===== src/rtl/dma_ci_sequencer.sv =====
// Custom-instruction front end that programs the bus DMA engine and sequences one transfer.
// CI completion one cycle after start; config outputs track their registers with no added delay.
// No backpressure: every matching CI completes; parameter writes and launches are dropped while busy.
module dma_ci_sequencer #(
    parameter logic [7:0] customId       = 8'h00,
    parameter int         LAUNCH_TIMEOUT = 16
) (
    input  logic        clock,
    input  logic        reset,
    input  logic        start,
    input  logic [7:0]  ciN,
    input  logic [31:0] valueA,
    input  logic [31:0] valueB,
    output logic        done,
    output logic [31:0] result,
    output logic [31:0] bAddrOut,
    output logic [8:0]  mAddrOut,
    output logic [9:0]  blockSOut,
    output logic [7:0]  burstSOut,
    output logic [1:0]  controlOut,
    input  logic [3:0]  engineStatusIn
);

    typedef enum logic [1:0] {S_IDLE, S_ARM, S_RUN, S_FIN} state_t;

    localparam logic [15:0] TO_LAST = 16'(LAUNCH_TIMEOUT - 1);

    state_t      state;
    logic [1:0]  last_dir;
    logic        busy;
    logic        done_flag;
    logic        err_flag;
    logic        to_flag;
    logic [15:0] cyc_cnt;
    logic [15:0] to_cnt;

    logic        ci_hit;
    logic        ci_wr;
    logic [2:0]  sel;
    logic        code_ok;
    logic [31:0] rd_dat;
    logic        unused_bits;

    assign ci_hit  = start && (ciN == customId);
    assign ci_wr   = valueA[9];
    assign sel     = valueA[12:10];
    assign code_ok = (valueB[1:0] == 2'b01) || (valueB[1:0] == 2'b10);
    assign unused_bits = ^{valueA[31:13], valueA[8:0]};

    always_comb begin
        rd_dat = '0;
        case (sel)
            3'd1: rd_dat = bAddrOut;
            3'd2: rd_dat = {23'd0, mAddrOut};
            3'd3: rd_dat = {22'd0, blockSOut};
            3'd4: rd_dat = {24'd0, burstSOut};
            3'd5: rd_dat = {20'd0, engineStatusIn, 2'd0, to_flag, err_flag, done_flag, busy, last_dir};
            3'd6: rd_dat = {16'd0, cyc_cnt};
            default: rd_dat = '0;
        endcase
    end

    always_ff @(posedge clock or negedge reset) begin
        if (!reset) begin
            state      <= S_IDLE;
            done       <= 1'b0;
            result     <= '0;
            bAddrOut   <= '0;
            mAddrOut   <= '0;
            blockSOut  <= '0;
            burstSOut  <= '0;
            controlOut <= 2'b00;
            last_dir   <= 2'b00;
            busy       <= 1'b0;
            done_flag  <= 1'b0;
            err_flag   <= 1'b0;
            to_flag    <= 1'b0;
            cyc_cnt    <= '0;
            to_cnt     <= '0;
        end else begin
            done   <= ci_hit;
            result <= (ci_hit && !ci_wr) ? rd_dat : '0;

            if (ci_hit && ci_wr && !busy) begin
                case (sel)
                    3'd1: bAddrOut  <= valueB;
                    3'd2: mAddrOut  <= valueB[8:0];
                    3'd3: blockSOut <= valueB[9:0];
                    3'd4: burstSOut <= valueB[7:0];
                    default: ;
                endcase
            end

            // Sticky clear lands first so that flags raised by the FSM this same edge survive.
            if (ci_hit && ci_wr && (sel == 3'd5) && valueB[31]) begin
                done_flag <= 1'b0;
                err_flag  <= 1'b0;
                to_flag   <= 1'b0;
            end

            case (state)
                S_ARM: begin
                    if (engineStatusIn != 4'd0) begin
                        state   <= S_RUN;
                        cyc_cnt <= 16'd1;
                        if (engineStatusIn == 4'd7) err_flag <= 1'b1;
                    end else if (to_cnt == TO_LAST) begin
                        state      <= S_IDLE;
                        to_flag    <= 1'b1;
                        err_flag   <= 1'b1;
                        busy       <= 1'b0;
                        controlOut <= 2'b00;
                    end else begin
                        to_cnt <= to_cnt + 16'd1;
                    end
                end
                S_RUN: begin
                    if (engineStatusIn == 4'd0) begin
                        state      <= S_FIN;
                        controlOut <= 2'b00;
                        done_flag  <= 1'b1;
                        busy       <= 1'b0;
                    end else begin
                        if (cyc_cnt != 16'hFFFF) cyc_cnt <= cyc_cnt + 16'd1;
                        if (engineStatusIn == 4'd7) err_flag <= 1'b1;
                    end
                end
                S_FIN:   state <= S_IDLE;
                default: ;
            endcase

            // Launch is evaluated last so a launch in the finishing cycle re-arms immediately.
            if (ci_hit && ci_wr && (sel == 3'd5) && code_ok && !busy) begin
                if (blockSOut == 10'd0) begin
                    err_flag <= 1'b1;
                end else begin
                    state      <= S_ARM;
                    controlOut <= valueB[1:0];
                    last_dir   <= valueB[1:0];
                    busy       <= 1'b1;
                    to_cnt     <= '0;
                    cyc_cnt    <= '0;
                end
            end
        end
    end

endmodule


===== config.mk =====
export PLATFORM = sky130hd
export DESIGN_NAME = dma_ci_sequencer
export DESIGN_NICKNAME = d
export VERILOG_FILES = /design/src/rtl/dma_ci_sequencer.sv
export SDC_FILE = /design/constraint.sdc
export NUM_CORES = 1
export LEC_CHECK = 0
export ABC_AREA = 1
export BUFFER_PORTS_ARGS = -buffer_cell sky130_fd_sc_hd__buf_2
export CORE_MARGIN = 10
export CORE_UTILIZATION = 49
export DETAILED_ROUTE_END_ITERATION = 6
export PLACE_DENSITY = 0.85
export SYNTH_ARGS = -nofsm -noshare
export SYNTH_HDL_FRONTEND = slang
export SYNTH_SLANG_ARGS = --single-unit

===== constraint.sdc =====
create_clock -name clock -period 2.3 [get_ports clock]
set_clock_uncertainty 0.05 [all_clocks]
set_input_delay 0.23 -clock clock [delete_from_list [all_inputs] [get_ports clock]]
set_output_delay 0.23 -clock clock [all_outputs]
set_load 0.005 [all_outputs]

== Yosys cells after proc, flatten, opt, wreduce, memory -nomap -nowiden ==
Index checks and enable logic that the tools add are counted.

* Bits in registers: 134
* Output and inout bits: 94
* Logic and storage cells: 98

* Add/subtract/negate cells: 2
* Eq/ne operators: 14
* Mux-type cells: 46
* Bitwise logic cells: 1
* Reductions and logical operators: 20

{| class="wikitable"
|+ Operator list
! operator !! number
|-
| case mux 32 bit (6 select lines) || 1
|-
| two-way mux 16 bit || 10
|-
| adder 16 x 1 -> 16 bit (second input constant) || 2
|-
| two-way mux 32 bit || 1
|-
| case mux 16 bit (2 select lines) || 1
|-
| two-way mux 2 bit || 10
|-
| two-way mux 1 bit || 19
|-
| == test 16 x 4 -> 1 bit (second input constant) || 1
|-
| inequality test 16 bit (second input constant) || 1
|-
| logical NOT 10 bit || 1
|-
| AND reduction 2 bit || 5
|-
| == test 3 bit (second input constant) || 3
|-
| logical AND 1 bit || 8
|-
| logical NOT 8 bit || 1
|-
| == test 2 bit (second input constant) || 3
|-
| == test 3 x 2 -> 1 bit (second input constant) || 2
|-
| case mux 2 bit (3 select lines) || 1
|-
| == test 2 x 1 -> 1 bit (second input constant) || 2
|-
| == test 4 x 3 -> 1 bit (second input constant) || 1
|-
| logical NOT 4 bit || 1
|-
| case mux 1 bit (2 select lines) || 2
|-
| case mux 2 bit (2 select lines) || 1
|-
| nonzero test 4 bit || 1
|-
| == test 3 x 1 -> 1 bit (second input constant) || 1
|-
| 3 further kinds || 4
|}

== Longest topological paths before layout ==
* Depth in word-level cells: 11
* Depth in mapped cells: 12

== Least setup slack after synthesis ==
Ideal clock, no wire load.

* Kind: flip-flop to flip-flop
* Start: register state[1]
* End: register to_cnt[7]
* Setup time: 0.117 ns
* Arrival: 1.586 ns
* Required time: 2.133 ns
* Path slack: 0.547 ns
* Stages on the path, launching flop included: 10
* Path buffers: 0
* Clock period less this slack: 1.753 ns
* Cell sequence: dfrtp_1 > inv_1 > ha_1 > inv_1 > nor2_2 > nand2_2 > nor2_1 > nand2_1 > nor2_1 > nor2_1

* Cells in the longest elaborated chain, start to end: 4

{| class="wikitable"
|+ Ends and longest elaborated chain
! element !! RTL line !! source
|-
| from (decl) || 28 || <nowiki>state_t state;</nowiki>
|-
| from (signal assigned) || 65 || <nowiki>state <= S_IDLE;</nowiki>
|-
| from (signal assigned) || 104 || <nowiki>state <= S_RUN;</nowiki>
|-
| from (signal assigned) || 108 || <nowiki>state <= S_IDLE;</nowiki>
|-
| == test 2 x 1 -> 1 bit (*) || 101 || <nowiki>case (state)</nowiki>
|-
| two-way mux 16 bit (*) || 101 ||
|-
| two-way mux 16 bit || 134 || <nowiki>if (blockSOut == 10'd0) begin</nowiki>
|-
| two-way mux 16 bit (*) || 133 || <nowiki>if (ci_hit && ci_wr && (sel == 3'd5) && code_ok && !busy) begin</nowiki>
|-
| to (signal assigned) || 114 || <nowiki>to_cnt <= to_cnt + 16'd1;</nowiki>
|-
| to (decl) || 35 || <nowiki>logic [15:0] to_cnt;</nowiki>
|}

Every way passes the cells marked *; elsewhere a longest branch is shown, timed or not.
A chain may end at the register's enable or synchronous reset.

== Worst setup path in the final report ==
* Start: register state[0]
* End: register err_flag

* Cells in the longest elaborated chain, start to end: 4
* Elaborated cells on any way between the ends: 5
* Classes of those cells: eq/ne: 2; mux: 3

{| class="wikitable"
|+ Ends and longest elaborated chain
! element !! RTL line !! source
|-
| == test 2 bit / == test 2 x 1 -> 1 bit (equally long branches) || 101 ||
|-
| case mux 1 bit (2 select lines) (*) || 101 ||
|-
| two-way mux 1 bit || 134 ||
|-
| two-way mux 1 bit (*) || 133 ||
|-
| to (signal assigned) || 106 || <nowiki>if (engineStatusIn == 4'd7) err_flag <= 1'b1;</nowiki>
|-
| to (signal assigned) || 110 || <nowiki>err_flag <= 1'b1;</nowiki>
|-
| to (signal assigned) || 135 || <nowiki>err_flag <= 1'b1;</nowiki>
|-
| to (decl) || 32 || <nowiki>logic err_flag;</nowiki>
|}

Marks and branches as above.

==> flow_summary.toml <==
[status]
status = "finished with violations"
violations = "DRC"

[yosys]
synth_top_cell_area_share_pct = 50.0
seq_area_frac_synth_pct = 50.0
synth_top_area_cell = "dfrtp_1"
yosysWarnings = 0
yosys-top-cells-area = "dfrtp_1 50%, nand2_1 13%, inv_1 5.9%"
syn-num-nets = 947
netlist_area_um2 = 6700
synthCells = 863
synth.distinct_cells = 39
syn_area_per_cell_um2 = 7.77
ys_ff_latch = 134

[clock_network]
cts.htree.levels = 4
clockBufferDepth = 2
cts.clk_slew.worst_paths_ns = 0.06
clockRootBuffer = "clkbuf_16"
cts_buffers = 17
insertion_delay_ns = 0.42
cts_tree = "built"
cts_setup_buffers = 0
clkSinkCount = 134

[sta]
relSlewSlack_pct = 51.7
post-route-period-util_pct = 87.5
finalHoldViolCount = 0
rsz0062_at_grt = "false"
finalCriticalPeriod_ns = 2.01
worst_slew_pin_slew_ns = 0.723
fin_tns_setup_ns = 0
max_freq_mhz = 497
finalMaxSlewViolations = 0
setup_viol = 0
setup_slack_ns = 0.287

[pwr]
power_density_nw_per_um2 = 870
p_leak_nw = 4.48
peakVddDrop_v = 0.000555
design_power_total_mw = 7.26

[die]
core_area_um2 = 13300
ios = 173
die_w_um = 137
die_area_um2 = 18800
num_rows = 42
start_util_pct = 50.4
fp.dieH_um = 137

[worst_setup_path]
crit_path_start_kind = "register"
cp_max_fo = 22
crit_type = "reg2reg"
arrival_ns = 2.26
endpoint_kind = "register"
required_ns = 2.54
rr_worst_depth = 8

[global_routing]
antenna_found_initial = 0
groute.usage.overall_pct = 21.3
grt_max_degree = 55
overflow = 0
grt_first_pass_wirelength_um = 32200
grt_pass1_vias = 6399

[cells_and_area]
layout_common_cells = "233 x nand2_1, 143 x buf_2, 134 x dfrtp_1"
nFillCells = 1044
drive_gt1_share_pct = 20.6
final_common_cell = "nand2_1"
fin_area_um2 = 8340
final_util_pct = 62.7
area_growth_pct = 24.4
nNetsFinal = 1101
antennaDiodeCount = 0

[place]
routabilityCongestion = 0.892
dp_slack_ns = 0.380
port_buffers = 144
place_area_um2 = 7700
dpl.hpwl_um = 13700

[route]
dr_wl_met3_um = 1430
post_drt_via_cell_ratio = 5.45
met2_length_um = 10400
vias = 6578
routed_wl_um = 20200
wl_per_cell_um = 16.8
drc = 6
dr.pass1.iters = 7
drtIter0Drc = 585
wl_met1_um = 7850
top_layer_used = "met4"
ant_nets = 0

[hold_path]
hold_class = "in2reg"
hold_depth = 3

[run]
maxCapViolations = 0
synth_stat cells:
cell       number
nand4_2         2
a22o_1          3
clkinv_1        1
o211ai_1        1
inv_1         106
a211oi_1        3
o2111ai_1       2
nor3b_1         2
o21ai_1         2
clkbuf_1       20
xnor2_1         1
nand4_1        11
nor3_4          2
a221oi_1        1
ha_1            5
nor3_1          7
buf_2           5
buf_6           1
nand3_2         2
clkbuf_2        1
nor2_2          4
o41ai_4         1
a41oi_1         1
xor2_1          9
nand2_2         3
a22oi_1         8
nand3b_1        6
nor2_1        100
o311ai_0        1
dfrtp_1       134
o221ai_1        1
o21ai_0        77
nor2_4          2
nand2_1       233
a31oi_1         1
o22ai_1         6
nand3_1        57
buf_1           2
a21oi_1        39
final cells by class:
class / count / area, µm² / area share [%]
Inverter: 107 / 402 / 4.82
Tap cell: 176 / 220 / 2.64
Multi-Input combinational cell: 593 / 2830 / 33.9
Sequential cell: 134 / 3350 / 40.2
Clock buffer: 19 / 453 / 5.43
Timing Repair Buffer: 164 / 913 / 11.0
Clock inverter: 13 / 170 / 2.04
kinds of logic (layout without fill, tap and decap cells):
| kind of cell | after synthesis | in the layout | share of synthesized area, % |
|---|---|---|---|
| AND/OR/NAND/NOR | 431 | 431 | 27.5 |
| adder cells (fa/ha/maj) | 5 | 5 | 0.933 |
| flip-flops | 134 | 134 | 50.0 |
| XOR/XNOR | 10 | 10 | 1.31 |
| AO/OA/AOI/OAI | 147 | 147 | 12.4 |
| buffers and inverters | 136 | 303 | 7.84 |
worst paths after layout:
path,slack [ns],from,end
worst min-delay path,0.003,valueB[15],bAddrOut[15]$_DFFE_PN0P_
worst min register to register,0.45,bAddrOut[23]$_DFFE_PN0P_,bAddrOut[23]$_DFFE_PN0P_
worst max-delay path,0.29,state[0]$_DFF_PN0_,err_flag$_DFF_PN0_
min in group asynchronous,0.23,reset,bAddrOut[4]$_DFFE_PN0P_
max in group asynchronous,1.35,reset,cyc_cnt[11]$_DFF_PN0_
worst max register to register,0.29,state[0]$_DFF_PN0_,err_flag$_DFF_PN0_
power by group:
group	internal [mW]	switching (mW)
Clock	1.78	1.08
Combinational	0.578	1.07
Sequential	2.54	0.215
Total	4.89	2.37
sequential cells by signal (all words and copies together), names as in the netlist, 8 cells and up:
register / cells
bAddrOut: 32
result: 32
cyc_cnt: 16
to_cnt: 16
blockSOut: 10
mAddrOut: 9
burstSOut: 8
worst max-delay path, stage by stage (launching register included):
cell     delay [ns]
dfrtp_1        0.38
inv_1          0.07
ha_1           0.41
inv_1          0.58
a21oi_1        0.11
nand2_1        0.10
nand2_1        0.06
nand2_1        0.06
o21ai_0        0.07
stage by stage:
step | cells | hold slack (ns)
2_1_floorplan | 863 | -0.116
3_3_place_gp | 1173 | 0.128
3_5_place_dp | 1173 | 0.129
4_1_cts | 1206 | 0.000223
5_1_grt | 1206 | 0.00441
6_report | 1206 | 0.00272
metal layers:
| layer | global-route usage [%] | vias up |
|---|---|---|
| met3 | 4.51 | 54 |
| met1 | 25.4 | 3131 |
| met5 | 0 | - |
| met2 | 36.1 | 306 |
| met4 | 9.84 | 0 |
| li1 | - | 3087 |
what timing repair did:
item / in CTS / in global routing
hold buffers: 1 / 0
endpoints found under the hold margin: 28 / 0
gates resized for setup: 0 / 0
No activity file was read; power rests on OpenSTA's default activity.
